**config.mk**
```make
export PLATFORM = sky130hd
export DESIGN_NAME = mem_arbiter
export DESIGN_NICKNAME = d
export VERILOG_FILES = /design/src/rtl/mem_arb_pkg.sv /design/src/rtl/mem_arbiter.sv
export SDC_FILE = /design/constraint.sdc
export NUM_CORES = 1
export LEC_CHECK = 0
export ABC_AREA = 1
export ABC_CLOCK_PERIOD_IN_PS = 2650
export CORE_ASPECT_RATIO = 0.9
export CORE_MARGIN = 3
export CORE_UTILIZATION = 47
export DETAILED_ROUTE_END_ITERATION = 10
export GPL_TIMING_DRIVEN = 0
export HOLD_SLACK_MARGIN = 0.03
export PLACE_DENSITY = 0.84
export SYNTH_ARGS = -nofsm -noshare
export SYNTH_HDL_FRONTEND = slang
export SYNTH_SLANG_ARGS = --single-unit
```
**constraint.sdc**
```tcl
create_clock -name clk -period 2.65 [get_ports clk]
set_clock_uncertainty 0.2 [all_clocks]
set_input_delay 0.795 -clock clk [delete_from_list [all_inputs] [get_ports clk]]
set_output_delay 0.795 -clock clk [all_outputs]
set_load 0.005 [all_outputs]
```
**src/rtl/mem_arb_pkg.sv**
```systemverilog
// Shared encodings for the instruction/data memory arbiter.
package mem_arb_pkg;

    typedef enum logic [1:0] {
        ST_IDLE   = 2'd0,
        ST_ACCESS = 2'd1,
        ST_DONE   = 2'd2
    } state_e;

    localparam logic PORT_IFETCH = 1'b0;
    localparam logic PORT_DATA   = 1'b1;

endpackage

```
**src/rtl/mem_arbiter.sv**
```systemverilog
// Round-robin arbiter sharing one byte-wide memory between the ifetch and data ports.
// One access in flight; an access the memory never answers is aborted with err.
module mem_arbiter #(
    parameter int unsigned ADDR_WIDTH = 8,
    parameter int unsigned DATA_WIDTH = 8,
    parameter int unsigned TIMEOUT    = 15
) (
    input  logic                  clk,
    input  logic                  reset,
    input  logic                  req0,
    input  logic                  req1,
    input  logic                  we0,
    input  logic                  we1,
    input  logic [ADDR_WIDTH-1:0] addr0,
    input  logic [ADDR_WIDTH-1:0] addr1,
    input  logic [DATA_WIDTH-1:0] wdata0,
    input  logic [DATA_WIDTH-1:0] wdata1,
    output logic [DATA_WIDTH-1:0] rdata0,
    output logic [DATA_WIDTH-1:0] rdata1,
    output logic                  ack0,
    output logic                  ack1,
    output logic                  err,
    output logic                  busy,
    output logic [ADDR_WIDTH-1:0] mem_address,
    output logic [DATA_WIDTH-1:0] mem_wdata,
    input  logic [DATA_WIDTH-1:0] mem_rdata,
    output logic                  mem_read,
    output logic                  mem_write,
    input  logic                  mem_ready
);
    import mem_arb_pkg::*;

    localparam int unsigned CNT_W = $clog2(TIMEOUT) + 1;

    state_e                state_q, state_d;
    logic                  port_q, port_d;
    logic                  we_q, we_d;
    logic                  last_grant_q, last_grant_d;
    logic [CNT_W-1:0]      cnt_q, cnt_d;
    logic [DATA_WIDTH-1:0] rdata0_q, rdata0_d;
    logic [DATA_WIDTH-1:0] rdata1_q, rdata1_d;
    logic                  ack0_q, ack0_d;
    logic                  ack1_q, ack1_d;
    logic                  err_q, err_d;
    logic                  busy_q, busy_d;
    logic [ADDR_WIDTH-1:0] mem_address_q, mem_address_d;
    logic [DATA_WIDTH-1:0] mem_wdata_q, mem_wdata_d;
    logic                  mem_read_q, mem_read_d;
    logic                  mem_write_q, mem_write_d;

    logic                  grant_c;
    logic                  we_sel_c;
    logic [DATA_WIDTH-1:0] rd_result_c;

    // State register and registered outputs
    always_ff @(posedge clk) begin
        if (reset) begin
            state_q       <= ST_IDLE;
            port_q        <= PORT_IFETCH;
            we_q          <= 1'b0;
            last_grant_q  <= PORT_DATA;
            cnt_q         <= '0;
            rdata0_q      <= '0;
            rdata1_q      <= '0;
            ack0_q        <= 1'b0;
            ack1_q        <= 1'b0;
            err_q         <= 1'b0;
            busy_q        <= 1'b0;
            mem_address_q <= '0;
            mem_wdata_q   <= '0;
            mem_read_q    <= 1'b0;
            mem_write_q   <= 1'b0;
        end else begin
            state_q       <= state_d;
            port_q        <= port_d;
            we_q          <= we_d;
            last_grant_q  <= last_grant_d;
            cnt_q         <= cnt_d;
            rdata0_q      <= rdata0_d;
            rdata1_q      <= rdata1_d;
            ack0_q        <= ack0_d;
            ack1_q        <= ack1_d;
            err_q         <= err_d;
            busy_q        <= busy_d;
            mem_address_q <= mem_address_d;
            mem_wdata_q   <= mem_wdata_d;
            mem_read_q    <= mem_read_d;
            mem_write_q   <= mem_write_d;
        end
    end

    // Next-state and next-output logic
    always_comb begin
        state_d       = state_q;
        port_d        = port_q;
        we_d          = we_q;
        last_grant_d  = last_grant_q;
        cnt_d         = cnt_q;
        rdata0_d      = rdata0_q;
        rdata1_d      = rdata1_q;
        ack0_d        = 1'b0;
        ack1_d        = 1'b0;
        err_d         = 1'b0;
        busy_d        = busy_q;
        mem_address_d = mem_address_q;
        mem_wdata_d   = mem_wdata_q;
        mem_read_d    = mem_read_q;
        mem_write_d   = mem_write_q;
        grant_c       = PORT_IFETCH;
        we_sel_c      = we0;
        rd_result_c   = '0;

        unique case (state_q)
            ST_IDLE: begin
                if (req0 || req1) begin
                    // Tie goes to whichever port was not served last
                    if (req0 && req1) begin
                        grant_c = ~last_grant_q;
                    end else begin
                        grant_c = req1 ? PORT_DATA : PORT_IFETCH;
                    end
                    we_sel_c      = (grant_c == PORT_DATA) ? we1 : we0;
                    port_d        = grant_c;
                    last_grant_d  = grant_c;
                    we_d          = we_sel_c;
                    mem_address_d = (grant_c == PORT_DATA) ? addr1 : addr0;
                    mem_wdata_d   = (grant_c == PORT_DATA) ? wdata1 : wdata0;
                    cnt_d         = '0;
                    mem_read_d    = ~we_sel_c;
                    mem_write_d   = we_sel_c;
                    busy_d        = 1'b1;
                    state_d       = ST_ACCESS;
                end
            end
            ST_ACCESS: begin
                cnt_d = cnt_q + CNT_W'(1);
                // mem_ready takes priority over a coinciding timeout
                if (mem_ready || (cnt_q == CNT_W'(TIMEOUT - 1))) begin
                    rd_result_c = mem_ready ? mem_rdata : '0;
                    if (!we_q) begin
                        if (port_q == PORT_DATA) begin
                            rdata1_d = rd_result_c;
                        end else begin
                            rdata0_d = rd_result_c;
                        end
                    end
                    ack0_d      = (port_q == PORT_IFETCH);
                    ack1_d      = (port_q == PORT_DATA);
                    err_d       = ~mem_ready;
                    mem_read_d  = 1'b0;
                    mem_write_d = 1'b0;
                    state_d     = ST_DONE;
                end
            end
            ST_DONE: begin
                busy_d  = 1'b0;
                state_d = ST_IDLE;
            end
            default: begin
                busy_d      = 1'b0;
                mem_read_d  = 1'b0;
                mem_write_d = 1'b0;
                state_d     = ST_IDLE;
            end
        endcase
    end

    assign rdata0      = rdata0_q;
    assign rdata1      = rdata1_q;
    assign ack0        = ack0_q;
    assign ack1        = ack1_q;
    assign err         = err_q;
    assign busy        = busy_q;
    assign mem_address = mem_address_q;
    assign mem_wdata   = mem_wdata_q;
    assign mem_read    = mem_read_q;
    assign mem_write   = mem_write_q;

endmodule

```
==> run summary <==
The number of primary I/O pins is 85. The worst hold path begins at mem_read$_SDFFE_PP0P_. Tracing the worst setup path back leads to its startpoint at mem_wdata[3]$_SDFFE_PP0P_. The core box area came out at 0.004489 mm^2. The final worst hold slack came out at 0.2746 ns. The worst path uses ~80% of the clock period. The endpoint arrival time on the critical path came out at 1.17 ns. The leakage power is 0.001396 uW. The synthesized design contains 0 enable-type register cells.

The biggest cell delay along the critical path is 0.54 ns. The largest net degree at the start of global routing is 14. The maximum clock insertion buffer count is 2. The maximum fanout along the worst path came out at 2. For this configuration, the core starts out at a cell density of 49.22%. On the critical path, the stage with the largest delay is an instance of clkdlybuf4s50_1. The residual DRC count is 0. The data required time of the critical path is roughly 1.7 ns.

The H-tree generated during clock tree synthesis spans 2 levels. Measured against its own limit, the worst slew margin works out to 83.21%. The clock root buffer is clkbuf_8. The total global-route track usage came out at between 20% and 30%.

The number of antenna repair diodes came out at 0. By instance count, the leading cell after synthesis is nand2_1. The violation count after the first detailed-routing iteration is 101. Gates resized during post-CTS repair numbered 0. The via count of the first global-routing pass was between 2k and 2.5k. The number of hold-repair buffers added at the cts stage came out at 0. The die height is 71.05 um. The class of the worst hold path is reg -> reg. The post-synthesis instance total came out at approximately 310.

The global-route wire length before repair is 9163 um. The number of detailed-route iterations in the first pass is 4. The minimum clock period came out at 2.165 ns. The slew of the pin with the lowest slew margin came out at 0.2503 ns.

The top cell type's share of synthesized area came out at around 43%. The detail route stage leaves a number of antenna-violating nets equal to 0. Dividing the detail-routed wire length by the instance count gives roughly 12 um.

The power density normalized to cell area came out at 512.4 mW/mm^2. The net count after synthesis came out at 357. The prevailing post-synth register cell is dfxtp_1. Setup repair after global routing left no endpoint under its margin.

Detailed placement finished with a half-perimeter wire length of ~4300 um. The achievable clock frequency is 461.8 MHz. In the routed layout, each cell is associated on average with a via count of 4.763. Setup violations remaining at the end of the flow were counted as 0.

The worst setup path is captured at a primary output. After clock tree synthesis, the clock-pin slew on the worst setup and hold paths is 0.08 ns. The area of placed instances is 0.003108 mm^2. Grouping stages by cell kind, the critical path spends the most delay in buffers and inverters. The worst register-to-register path begins at cnt_q[0]$_SDFFE_PP0P_. The number of vias after detailed routing is 2191. In the final layout, the share of cells above drive strength 1 is 9.045%. The net total in the final layout came out at 446.

The growth of design area from synthesis to finish is 44.73%. During synthesis, Yosys emitted a total of 0 warnings. The number of setup buffers added after CTS came out at 0. The path type of the worst setup path is reg -> out.

The worst voltage drop across the vdd grid came out at between 0.2 and 0.3 mV. The count of filler cells inserted in the layout came out at 396. Sorting the synthesized cells by how often they occur yields 96 x nand2_1, 48 x dfxtp_1, 42 x inv_1, 24 x nor2_1, 17 x o21ai_0. The number of max-cap violations is 0.

The number of placement rows came out at 23. Counting both buffers and inverters, the worst setup path holds a total of 1. The total wirelength of the detailed-routed design came out at 5580 um. In this run, CTS created clock tree buffers numbering 5. The library cell occupying the most area in the post-synthesis netlist is dfxtp_1. The number of antenna violations at the first check in global routing came out at 0. The average cell area after synthesis is 7.174 um^2.

The total count of hold-check failures in the final report was 0. The final number of max-transition violations was 0. The post-synthesis cell type count came out at 26.

The accumulated negative setup slack came out at 0 ns. TritonCTS built the clock tree. The post-synthesis sequential element count is between 40 and 50. Yosys attributes the largest share of cell area to dfxtp_1 43%, nand2_1 16%, inv_1 7.1%, a31oi_1 4.5%, nor2_1 4.1%. The final non-filler cell area is 0.003198 mm^2. Walking the worst path, the cells encountered are clkdlybuf4s50_1.

The tree built by TritonCTS fans out to 48 sinks. The worst setup path is launched from a register. The final weighted congestion in routability-driven placement is 0.8055.

The run finished with clean final reports. The sequential share of the synthesized area came out at 43.49%. The number of input and output port buffers inserted came out at 82.

The later-pin clock latency in the skew report is 0.30 ns. The floorplan step defined a die boundary enclosing 0.005561 mm^2. The overall die width is 78.28 um. The combined area of all synthesized cells came out at 0.002210 mm^2.

Summed over all layers, the global routing overflow is 0. The share of flip-flops with an asynchronous set or reset is 0%.
## placed cells by master (no fill, tap or decap), drive strengths merged, types with 2 or more instances in the layout
master,count
or2,2
nand2,101
o21ai,18
inv,47
a31oi,16
buf,11
dfxtp,48
nand3,10
nor2,27
clkbuf,9
nand4,12
ha,2
a21oi,11
clkdlybuf4s50,82
## routing by layer
| metal | vias to the layer above | part of all wire [%] | GRT usage [%] | wire [um] |
|---|---|---|---|---|
| met5 | - | 0 | 0 | 0 |
| met4 | 0 | 1.9 | 8.350 | 104 |
| met3 | 9 | 7.6 | 6.107 | 422 |
| met2 | 76 | 48 | 35.93 | 2661 |
| met1 | 956 | 43 | 23.85 | 2392 |
| li1 | 1150 | - | - | - |
## final timing paths
check                                               to  slack, ns  depth (start not counted)
worst min-delay path             mem_read$_SDFFE_PP0P_       0.27                          2
worst min register to register   mem_read$_SDFFE_PP0P_       0.27                          2
worst max register to register  rdata1[6]$_SDFFE_PP0P_       1.02                         10
worst max-delay path                      mem_wdata[3]       0.48                          1
## per-stage QoR
step | worst slack (ns) | utilization, % | std cells | power [uW]
2_1_floorplan | 0.8981 | - | 308 | 1010
3_3_place_gp | 0.3204 | 69.23 | 452 | 1202
3_5_place_dp | 0.2893 | 69.23 | 452 | 1214
4_1_cts | 0.4785 | 71.24 | 460 | 1647
5_1_grt | 0.4497 | 71.24 | 460 | 1726
6_report | 0.4846 | 71.24 | 460 | 1639
## cell families (layout without fill, tap and decap cells)
logic type      after synthesis  count (layout)  synth area share (%)
fa+ha+maj                     2               2                 1.132
flops                        48              48                 43.49
compound gates               46              46                 11.44
simple gates                152             152                 31.37
buf+inv                      60             150                 12.57
## where the power goes
| group | internal (uW) | switching, uW | total (uW) |
|---|---|---|---|
| clock | 213 | 227 | 440 |
| combinational | 209 | 183 | 392 |
| sequential | 776 | 31.3 | 807 |
| total | 1200 | 441 | 1640 |
## state kept, by name, indices dropped and copies added (netlist names), 2 cells and up
signal,flops
mem_address,8
mem_wdata,8
rdata0,8
rdata1,8
cnt_q,5
state_q,2
## layout make-up
cell class,instances,area [um^2],share of cell area [%]
multi-input combinational,200,970.9,30.36
sequential,48,960.9,30.05
timing repair buffer,82,820.8,25.67
inverter,48,182.7,5.712
buffer,12,95.09,2.973
clock buffer,8,90.09,2.817
tap,62,77.57,2.426
(Power assumes the default switching activity.)
==> edit: new RTL, config.mk and constraints unchanged <==
Set the parameter `ADDR_WIDTH` to 9 (it was 8).
--- a/src/rtl/mem_arbiter.sv
+++ b/src/rtl/mem_arbiter.sv
@@ -1,7 +1,7 @@
 // Round-robin arbiter sharing one byte-wide memory between the ifetch and data ports.
 // One access in flight; an access the memory never answers is aborted with err.
 module mem_arbiter #(
-    parameter int unsigned ADDR_WIDTH = 8,
+    parameter int unsigned ADDR_WIDTH = 9,
     parameter int unsigned DATA_WIDTH = 8,
     parameter int unsigned TIMEOUT    = 15
 ) (
Interface: changed (resized addr0, addr1 and mem_address); port bits go from 85 to 88. No check against the original RTL was run, so the function may have changed too.
==> edit against the original RTL <==
Power is 3.3% higher; cell area up 2.1%; synthesized area grew 1.2%; worst setup slack got worse by 0.023 ns; critical path depth unchanged; largest cell class is now flip-flops and latches; sequential share of layout area is essentially flat; sequential power rose by 2%; sequential cell count up 1; routed wire length down 2.6%.
==> edit: results <==
group,metric,value,unit
status,status,"finished clean",
sta,worst_slew_pin_slew,0.394,ns
sta,hold_ws,0.265,ns
setup_path,cpMaxStageDelayCell,"clkdlybuf4s50_1",
synth,yosys_warnings,0,
synth,synth_top_cells_by_area,"dfxtp_1 (44%), nand2_1 (16%), inv_1 (7.2%), a31oi_1 (4.8%), nor2_1 (4.2%)",
place,portBuffers,85,
synth,synth-edff-count,0,
grt,grt_max_degree,15,
place,place_congestion,0.806,
min_path,hold_class,"reg2reg",
setup_path,cp_max_fo,2,
cells_and_area,diodes,0,
power_and_ir_drop,leakage,1.44,nW
clock_network,post_cts_resized,0,
grt,antenna_found_initial,0,
grt,grt_pass1_wl,8.91,mm
synth,syn-num-nets,365,
synth,netlist_instances,314,
min_path,hold_depth,2,
clock_network,htree_levels,2,
clock_network,cts_buffer_depth,2,
setup_path,cp_slowest_stage_delay,0.55,ns
cells_and_area,finalNonFillerCells,469,
min_path,hp-start,"mem_write",
min_path,min_to,"mem_write",
place,dp_hpwl,4.21,mm
setup_path,arrival,1.19,ns
clock_network,cts_setup_buffers,0,
setup_path,ff2ff_path_depth,10,
synth,async_flop_share,0,%
synth,synthTopCellsByCount,"nand2_1 (93), dfxtp_1 (49), inv_1 (43), nor2_1 (25), a31oi_1 (17)",
routing,vias,2211,
setup_path,critPathTopFamily,"buffers and inverters",
synth,ys_seq_area_share,43.9,%
cells_and_area,finalNetCount,457,
routing,initialDrtViolationCount,90,
clock_network,cts-buffers-inserted,5,
grt,grt_pass1_vias,2050,
clock_network,root_buffer,"clkbuf_8",
power_and_ir_drop,vdd_drop_max,0.316,mV
routing,routed_wl,5.44,mm
grt,grt_use_total,19.9,%
cells_and_area,n_fill_cell,380,
setup_path,r2r-start,"cnt_q[0]",
power_and_ir_drop,p_int,1.25,mW
setup_path,reg2reg_to,"rdata1[6]",
cells_and_area,largest_reg_flops,9,
cells_and_area,drive_gt1_share,9.83,%
edit: cell count changes after synthesis, moves of 3 or more:
cell / delta
nand2_2: +4
o21ai_1: +7
o21ai_0: -5
nand2_1: -3
edit: logic make-up (layout without fill, tap and decap cells):
group,after synthesis,after routing,synth area share [%]
buffers and inverters,63,156,13.3
DFF,49,49,43.9
AOI/OAI and AO/OA,49,49,12.0
and+or+nand+nor,151,151,29.7
adders and majority gates,2,2,1.12
edit: routing by layer:
layer  track usage [%]  vias to the layer above  part of all wire, %
li1                  -                     1176                    -
met1              23.4                      932                   43
met2              31.2                       91                   43
met3              9.92                       12                   11
met4              7.57                        0                  2.4
met5                 0                        -                    0
edit: area by class of cell:
| type | instances | share of cell area [%] |
|---|---|---|
| Sequential cell | 49 | 30.0 |
| Multi-Input combinational cell | 202 | 29.3 |
| Timing Repair Buffer | 85 | 26.1 |
| Inverter | 47 | 5.48 |
| Buffer | 16 | 3.60 |
| Clock buffer | 7 | 2.95 |
| Tap cell | 62 | 2.38 |
| Clock inverter | 1 | 0.153 |
edit: power by group through the flow:
| stage | logic, mW | registers (mW) | clock network (mW) |
|---|---|---|---|
| 3_5_place_dp | 0.396 | 0.841 | 0 |
| 2_1_floorplan | 0.186 | 0.843 | 0 |
| 6_report | 0.395 | 0.824 | 0.474 |
| 3_3_place_gp | 0.390 | 0.839 | 0 |
| 4_1_cts | 0.399 | 0.825 | 0.490 |
| 5_1_grt | 0.439 | 0.832 | 0.519 |
edit: worst min-delay path, stage by stage (launching register included):
cell and delay, ns:
dfxtp_1 0.32, nand2_1 0.06, a21oi_1 0.05
edit: worst max-delay path by stage:
stage | start | to | slack [ns] | cells after the start
6_report | mem_address[0] | mem_address[0] | 0.46 | 1
5_1_grt | mem_address[0] | mem_address[0] | 0.41 | 1
4_1_cts | mem_address[0] | mem_address[0] | 0.45 | 1
3_5_place_dp | req0 | mem_address[1] | 0.25 | 7
3_3_place_gp | req0 | last_grant_q | 0.29 | 7
2_1_floorplan | mem_ready | rdata0[2] | 0.88 | 7
edit: stage by stage:
step	instance area, sq um	setup WS [ns]
finish	3270	0.461
global route	3270	0.411
CTS	3270	0.451
detailed placement	3160	0.248
global placement	3160	0.285
floorplan	2240	0.878
